[src/rtl/sq_pkg.sv]
// Shared types and helpers for the post-writeback store queue.
// Size encodings, the queue entry record, the default depth, and the
// dword-index helper used by the load/store overlap comparators.
package sq_pkg;

  localparam int unsigned SQ_DEPTH_DEFAULT = 4;

  localparam logic [1:0] SZ_BYTE  = 2'b00;
  localparam logic [1:0] SZ_WORD  = 2'b01;
  localparam logic [1:0] SZ_DWORD = 2'b10;

  typedef struct packed {
    logic [31:0] addr;
    logic [31:0] data;
    logic [1:0]  size;
  } sq_entry_t;

  // Access length minus one; the reserved encoding behaves as a dword.
  function automatic logic [1:0] sz_len_m1(input logic [1:0] size);
    case (size)
      SZ_BYTE: return 2'd0;
      SZ_WORD: return 2'd1;
      default: return 2'd3;
    endcase
  endfunction

  // Dword index of the last byte touched. The carry out of the low two
  // bits is all that matters; the 30-bit add wraps exactly like a 32-bit
  // byte address would.
  function automatic logic [29:0] last_dword(input logic [31:0] addr,
                                             input logic [1:0]  size);
    logic carry;
    carry = ({1'b0, addr[1:0]} + {1'b0, sz_len_m1(size)}) > 3'd3;
    return addr[31:2] + {29'd0, carry};
  endfunction

endpackage

[src/rtl/sq_overlap_cmp.sv]
// One store-entry vs. load overlap comparator at dword granularity.
// Each access spans at most two dwords (first and last); a conflict is
// any equality between a store dword and a load dword.
module sq_overlap_cmp
  import sq_pkg::*;
(
  input  logic [31:0] st_addr,
  input  logic [1:0]  st_size,
  input  logic [31:0] ld_addr,
  input  logic [1:0]  ld_size,
  output logic        overlap
);

  logic [29:0] st_first, st_last, ld_first, ld_last;

  assign st_first = st_addr[31:2];
  assign ld_first = ld_addr[31:2];
  assign st_last  = last_dword(st_addr, st_size);
  assign ld_last  = last_dword(ld_addr, ld_size);

  assign overlap = (st_first == ld_first) | (st_first == ld_last) |
                   (st_last  == ld_first) | (st_last  == ld_last);

endmodule

[src/rtl/store_queue_wb.sv]
// Post-writeback store queue: circular FIFO of retired stores drained in
// order to the dcache over req/ack, with full backpressure to WB and a
// load-conflict flag for the memory stage.
// Optional feature macro: SQ_OVERLAP_CHECK_EN. When defined, ld_conflict
// compares the load against every occupied entry; otherwise any pending
// store stalls all loads.
module store_queue_wb
  import sq_pkg::*;
#(
  parameter int unsigned DEPTH = SQ_DEPTH_DEFAULT,
  parameter int unsigned PTR_W = $clog2(DEPTH)
) (
  input  logic        CLK,
  input  logic        CLR,
  input  logic        wb_st_valid,
  input  logic [31:0] wb_st_addr,
  input  logic [31:0] wb_st_data,
  input  logic [1:0]  wb_st_size,
  output logic        sq_full,
  output logic        sq_empty,
  output logic        dc_wr_req,
  output logic [31:0] dc_wr_addr,
  output logic [31:0] dc_wr_data,
  output logic [1:0]  dc_wr_size,
  input  logic        dc_wr_ack,
  input  logic [31:0] ld_chk_addr,
  input  logic [1:0]  ld_chk_size,
  output logic        ld_conflict
);

  localparam logic [PTR_W:0] CNT_FULL = (PTR_W+1)'(DEPTH);

  sq_entry_t        entries [DEPTH];
  logic [PTR_W-1:0] wp, rp;
  logic [PTR_W:0]   cnt;
  logic             push, pop;

  // Full is taken from the registered count, so a same-cycle pop never
  // frees a slot for a push.
  assign sq_full   = (cnt == CNT_FULL);
  assign sq_empty  = (cnt == '0);
  assign dc_wr_req = ~sq_empty;
  assign push      = wb_st_valid & ~sq_full;
  assign pop       = dc_wr_req & dc_wr_ack;

  assign dc_wr_addr = entries[rp].addr;
  assign dc_wr_data = entries[rp].data;
  assign dc_wr_size = entries[rp].size;

  // Pointer and occupancy bookkeeping; pointers wrap naturally at DEPTH.
  always_ff @(posedge CLK or negedge CLR) begin
    if (!CLR) begin
      wp  <= '0;
      rp  <= '0;
      cnt <= '0;
    end else begin
      if (push) wp <= wp + PTR_W'(1);
      if (pop)  rp <= rp + PTR_W'(1);
      case ({push, pop})
        2'b10:   cnt <= cnt + 1'b1;
        2'b01:   cnt <= cnt - 1'b1;
        default: cnt <= cnt;
      endcase
    end
  end

  // Entry storage; cleared on reset so the idle payload reads as zero.
  always_ff @(posedge CLK or negedge CLR) begin
    if (!CLR) begin
      for (int i = 0; i < int'(DEPTH); i++) entries[i] <= '0;
    end else if (push) begin
      entries[wp] <= '{addr: wb_st_addr, data: wb_st_data, size: wb_st_size};
    end
  end

`ifdef SQ_OVERLAP_CHECK_EN
  logic [DEPTH-1:0] occ, hit;
  logic [PTR_W-1:0] off;

  // An entry is live when its distance from rp is below the occupancy.
  always_comb begin
    occ = '0;
    off = '0;
    for (int i = 0; i < int'(DEPTH); i++) begin
      off    = PTR_W'(i) - rp;
      occ[i] = ({1'b0, off} < cnt);
    end
  end

  for (genvar g = 0; g < int'(DEPTH); g++) begin : g_cmp
    sq_overlap_cmp u_cmp (
      .st_addr (entries[g].addr),
      .st_size (entries[g].size),
      .ld_addr (ld_chk_addr),
      .ld_size (ld_chk_size),
      .overlap (hit[g])
    );
  end

  assign ld_conflict = |(occ & hit);
`else
  logic unused_ld_chk;

  assign unused_ld_chk = ^{ld_chk_addr, ld_chk_size};
  assign ld_conflict   = ~sq_empty;
`endif

endmodule

[config.mk]
export PLATFORM = sky130hd
export DESIGN_NAME = store_queue_wb
export DESIGN_NICKNAME = d
export VERILOG_FILES = /design/src/rtl/sq_pkg.sv /design/src/rtl/sq_overlap_cmp.sv /design/src/rtl/store_queue_wb.sv
export SDC_FILE = /design/constraint.sdc
export NUM_CORES = 1
export LEC_CHECK = 0
export BUFFER_PORTS_ARGS = -buffer_cell sky130_fd_sc_hd__buf_4
export CAP_MARGIN = 20
export CELL_PAD_IN_SITES_DETAIL_PLACEMENT = 2
export CELL_PAD_IN_SITES_GLOBAL_PLACEMENT = 2
export CORE_MARGIN = 5
export CORE_UTILIZATION = 42
export CTS_CLUSTER_DIAMETER = 100
export DETAILED_ROUTE_END_ITERATION = 16
export PLACE_DENSITY = 0.88
export SLEW_MARGIN = 20
export SYNTH_ARGS = -nofsm -noshare
export SYNTH_HDL_FRONTEND = slang
export SYNTH_SLANG_ARGS = --single-unit
[constraint.sdc]
create_clock -name CLK -period 2.45 [get_ports CLK]
set_input_delay 0.735 -clock CLK [delete_from_list [all_inputs] [get_ports CLK]]
set_output_delay 0.735 -clock CLK [all_outputs]
set_load 0.02 [all_outputs]
==> impl_metrics.env <==
export IMPL_status="finished with violations"
export IMPL_violations="setup timing"
export IMPL_synth_commonest_cells="dfrtp_1, mux2_2, mux4_2"
export IMPL_syn_inst=679
export IMPL_cp_arrival_ns=2.05
export IMPL_final_antenna_net_count=0
export IMPL_grt_max_degree=67
export IMPL_synth_top_area_share=0.5727
export IMPL_synth_cell_type_count=20
export IMPL_drv_slew=0
export IMPL_grt_pass1_vias=8255
export IMPL_nets=953
export IMPL_ctsHoldBuffers=0
export IMPL_die_h_um=177.9
export IMPL_grt_pass1_wl_um=49890
export IMPL_antenna_found_initial=0
export IMPL_clock_fmax_ghz=0.3585
export IMPL_drt_iter0_drc=246
export IMPL_rsz0062_at_grt="true"
export IMPL_cts_buffers=31
export IMPL_chipWidth_um=177.9
export IMPL_path_common_cell="buf_6"
export IMPL_ys_seq_elements=271
export IMPL_pwr_density_cell_mw_per_mm2=1664
export IMPL_num_vias=6606
export IMPL_synth_ff_type="dfrtp_1"
export IMPL_syn_area_mm2=0.01184
export IMPL_totalPowerFinal_w=0.02468
export IMPL_crit_family="buffers and inverters"
export IMPL_p_leak_nw=6.303
export IMPL_grt_overflow_total=0
export IMPL_synth_most_common_cell="dfrtp_1"
export IMPL_cts_max_level=1
export IMPL_critPathKind="flip-flop to output pin"
export IMPL_drive_above_1_share=0.6513
export IMPL_design_area_mm2=0.01484
export IMPL_slew_headroom=0.6625
export IMPL_fin_crit_sh=1.138
export IMPL_fin_setup_tns_ns=-17.73
export IMPL_avgSynthCellArea_um2=17.44
export IMPL_areaGrowthSynthToFinish_pct=25.29
export IMPL_start_kind="flip-flop"
export IMPL_die_area_mm2=0.03165
export IMPL_cts_buffer_depth=3
export IMPL_worst_pin_slew_ns=0.5063
export IMPL_rrSetupSlack_ns=0.43
export IMPL_async_flop_share=1.000
export IMPL_insertion_delay_ns=0.55
export IMPL_critPathMaxFanout=6
export IMPL_yosys_warnings=0
export IMPL_drcViolationCount=0
export IMPL_dp_hpwl_um=19700
export IMPL_cts_tree="built"
export IMPL_crit_buf_inv=4
export IMPL_rows=61
export IMPL_antenna_cells=0
export IMPL_portBuffers=139
export IMPL_synth_top_cell_by_area="dfrtp_1"
export IMPL_ys_seq_area_frac=0.5727
export IMPL_routedWlPerCell_um=25.20
export IMPL_post_route_util=0.5340
export IMPL_cp_cell_sequence="buf_6 > buf_12 > buf_16 > mux4_2 > buf_6"
export IMPL_setup_viol=66
export IMPL_cts_root_buf="clkbuf_16"
export IMPL_layout_setup_ws_ns=-0.3391
export IMPL_viasPerCell=5.310
export IMPL_critPathSlowestCell="dfrtp_4"
export IMPL_path_clk_slew_ns=0.06
export IMPL_synth_edff_count=0
export IMPL_gp_congestion=0.7003
export IMPL_maxCapViolations=0
export IMPL_routed_wl_um=31340
export IMPL_dpl_cell_area_mm2=0.01342
export IMPL_vdd_drop_max_v=0.0006717
export IMPL_hp_class="input port to async pin"
export IMPL_period_minus_slack_ns=2.789
export IMPL_holdWs_ns=0.1439
export IMPL_grt_usage=0.2040
export IMPL_core_area_mm2=0.02778
export IMPL_cpPeakStageDelay_ns=0.49
export IMPL_fin_skew_ns=0.008420
export IMPL_synthTopCellsByArea="dfrtp_1, mux2_2, mux4_2"
export IMPL_start_util=0.4262
export IMPL_required_ns=1.71
export IMPL_cts_sinks=271
export IMPL_firstDrtPassIters=4
export IMPL_cp_end_kind="output pin"
export IMPL_syn_nets=789
export IMPL_hold_viol=0
export IMPL_ioPinCount=174
## layout by cell type, fill, tap and decap left out, drive strengths merged
| cell type | count |
|---|---|
| dfrtp | 271 |
| mux2 | 265 |
| buf | 174 |
| mux4 | 66 |
| clkbuf | 42 |
| clkinv | 10 |
| inv | 6 |
| nand2 | 5 |
| ha | 5 |
| bufinv | 5 |
| nor2 | 5 |
| xnor2 | 3 |
| xor2 | 3 |
| or3 | 1 |
| nor3b | 1 |
| o31a | 1 |
| nand2b | 1 |
| mux2i | 1 |
| fa | 1 |
## metrics by stage
step	setup slack, ns	instances
2_1_floorplan	0.1531	679
3_3_place_gp	0.1269	1176
3_5_place_dp	0.06843	1176
4_1_cts	-0.3647	1244
5_1_grt	-0.4037	1244
6_report	-0.3391	1244
## sequential cells by signal, summed over array words and instances (netlist names)
name     count
cnt          3
wp           2
entries    264
rp           2
## final timing paths
path / from / endpoint / cells past startpoint
setup / recovery: rp[0]$_DFFE_PN0P_ / dc_wr_data[8] / 5
hold / removal: CLR / entries[138]$_DFFE_PN0P_ / 1
setup reg to reg: cnt[1]$_DFFE_PN0P_ / cnt[2]$_DFFE_PN0P_ / 8
hold reg to reg: entries[64]$_DFFE_PN0P_ / entries[64]$_DFFE_PN0P_ / 1
max in group asynchronous: CLR / entries[213]$_DFFE_PN0P_ / 2
min in group CLK: wb_st_addr[18] / entries[52]$_DFFE_PN0P_ / 2
## layer usage
| layer | global-route usage | up-vias | part of all wire |
|---|---|---|---|
| met4 | 0.04093 | 0 | 0.022 |
| met3 | 0.04516 | 37 | 0.051 |
| met2 | 0.3774 | 139 | 0.53 |
| met5 | 0 | - | 0 |
| li1 | - | 2849 | - |
| met1 | 0.2441 | 3581 | 0.39 |
## power by group
part | switching, W | internal (W)
Clock | 0.00183 | 0.00298
Combinational | 0.00515 | 0.00653
Sequential | 0.00138 | 0.00682
## cell families after synthesis
logic type,Yosys count,share of synthesized area
compound gates,1,0.0007398
xor+xnor,6,0.004439
simple gates,13,0.005813
mux,332,0.3784
flops,271,0.5727
fa+ha+maj,6,0.006974
buf+inv,50,0.03096
## cell type report
type                    count  area, µm²
flip-flops and latches    271       6787
clock inverters            15      200.2
well taps                 378      473.0
fillers                  2455      12950
clock buffers              41      863.3
repair buffers            175       1767
inverters                   6      22.52
multi-input cells         358       4723
## timing repair
item / in CTS / in global routing
resized for setup: 43 / 10
buffers inserted: 9 / 0
endpoints found under the setup margin: 66 / 66
cloned: 3 / 1
Power figures use the tool's default switching activity.
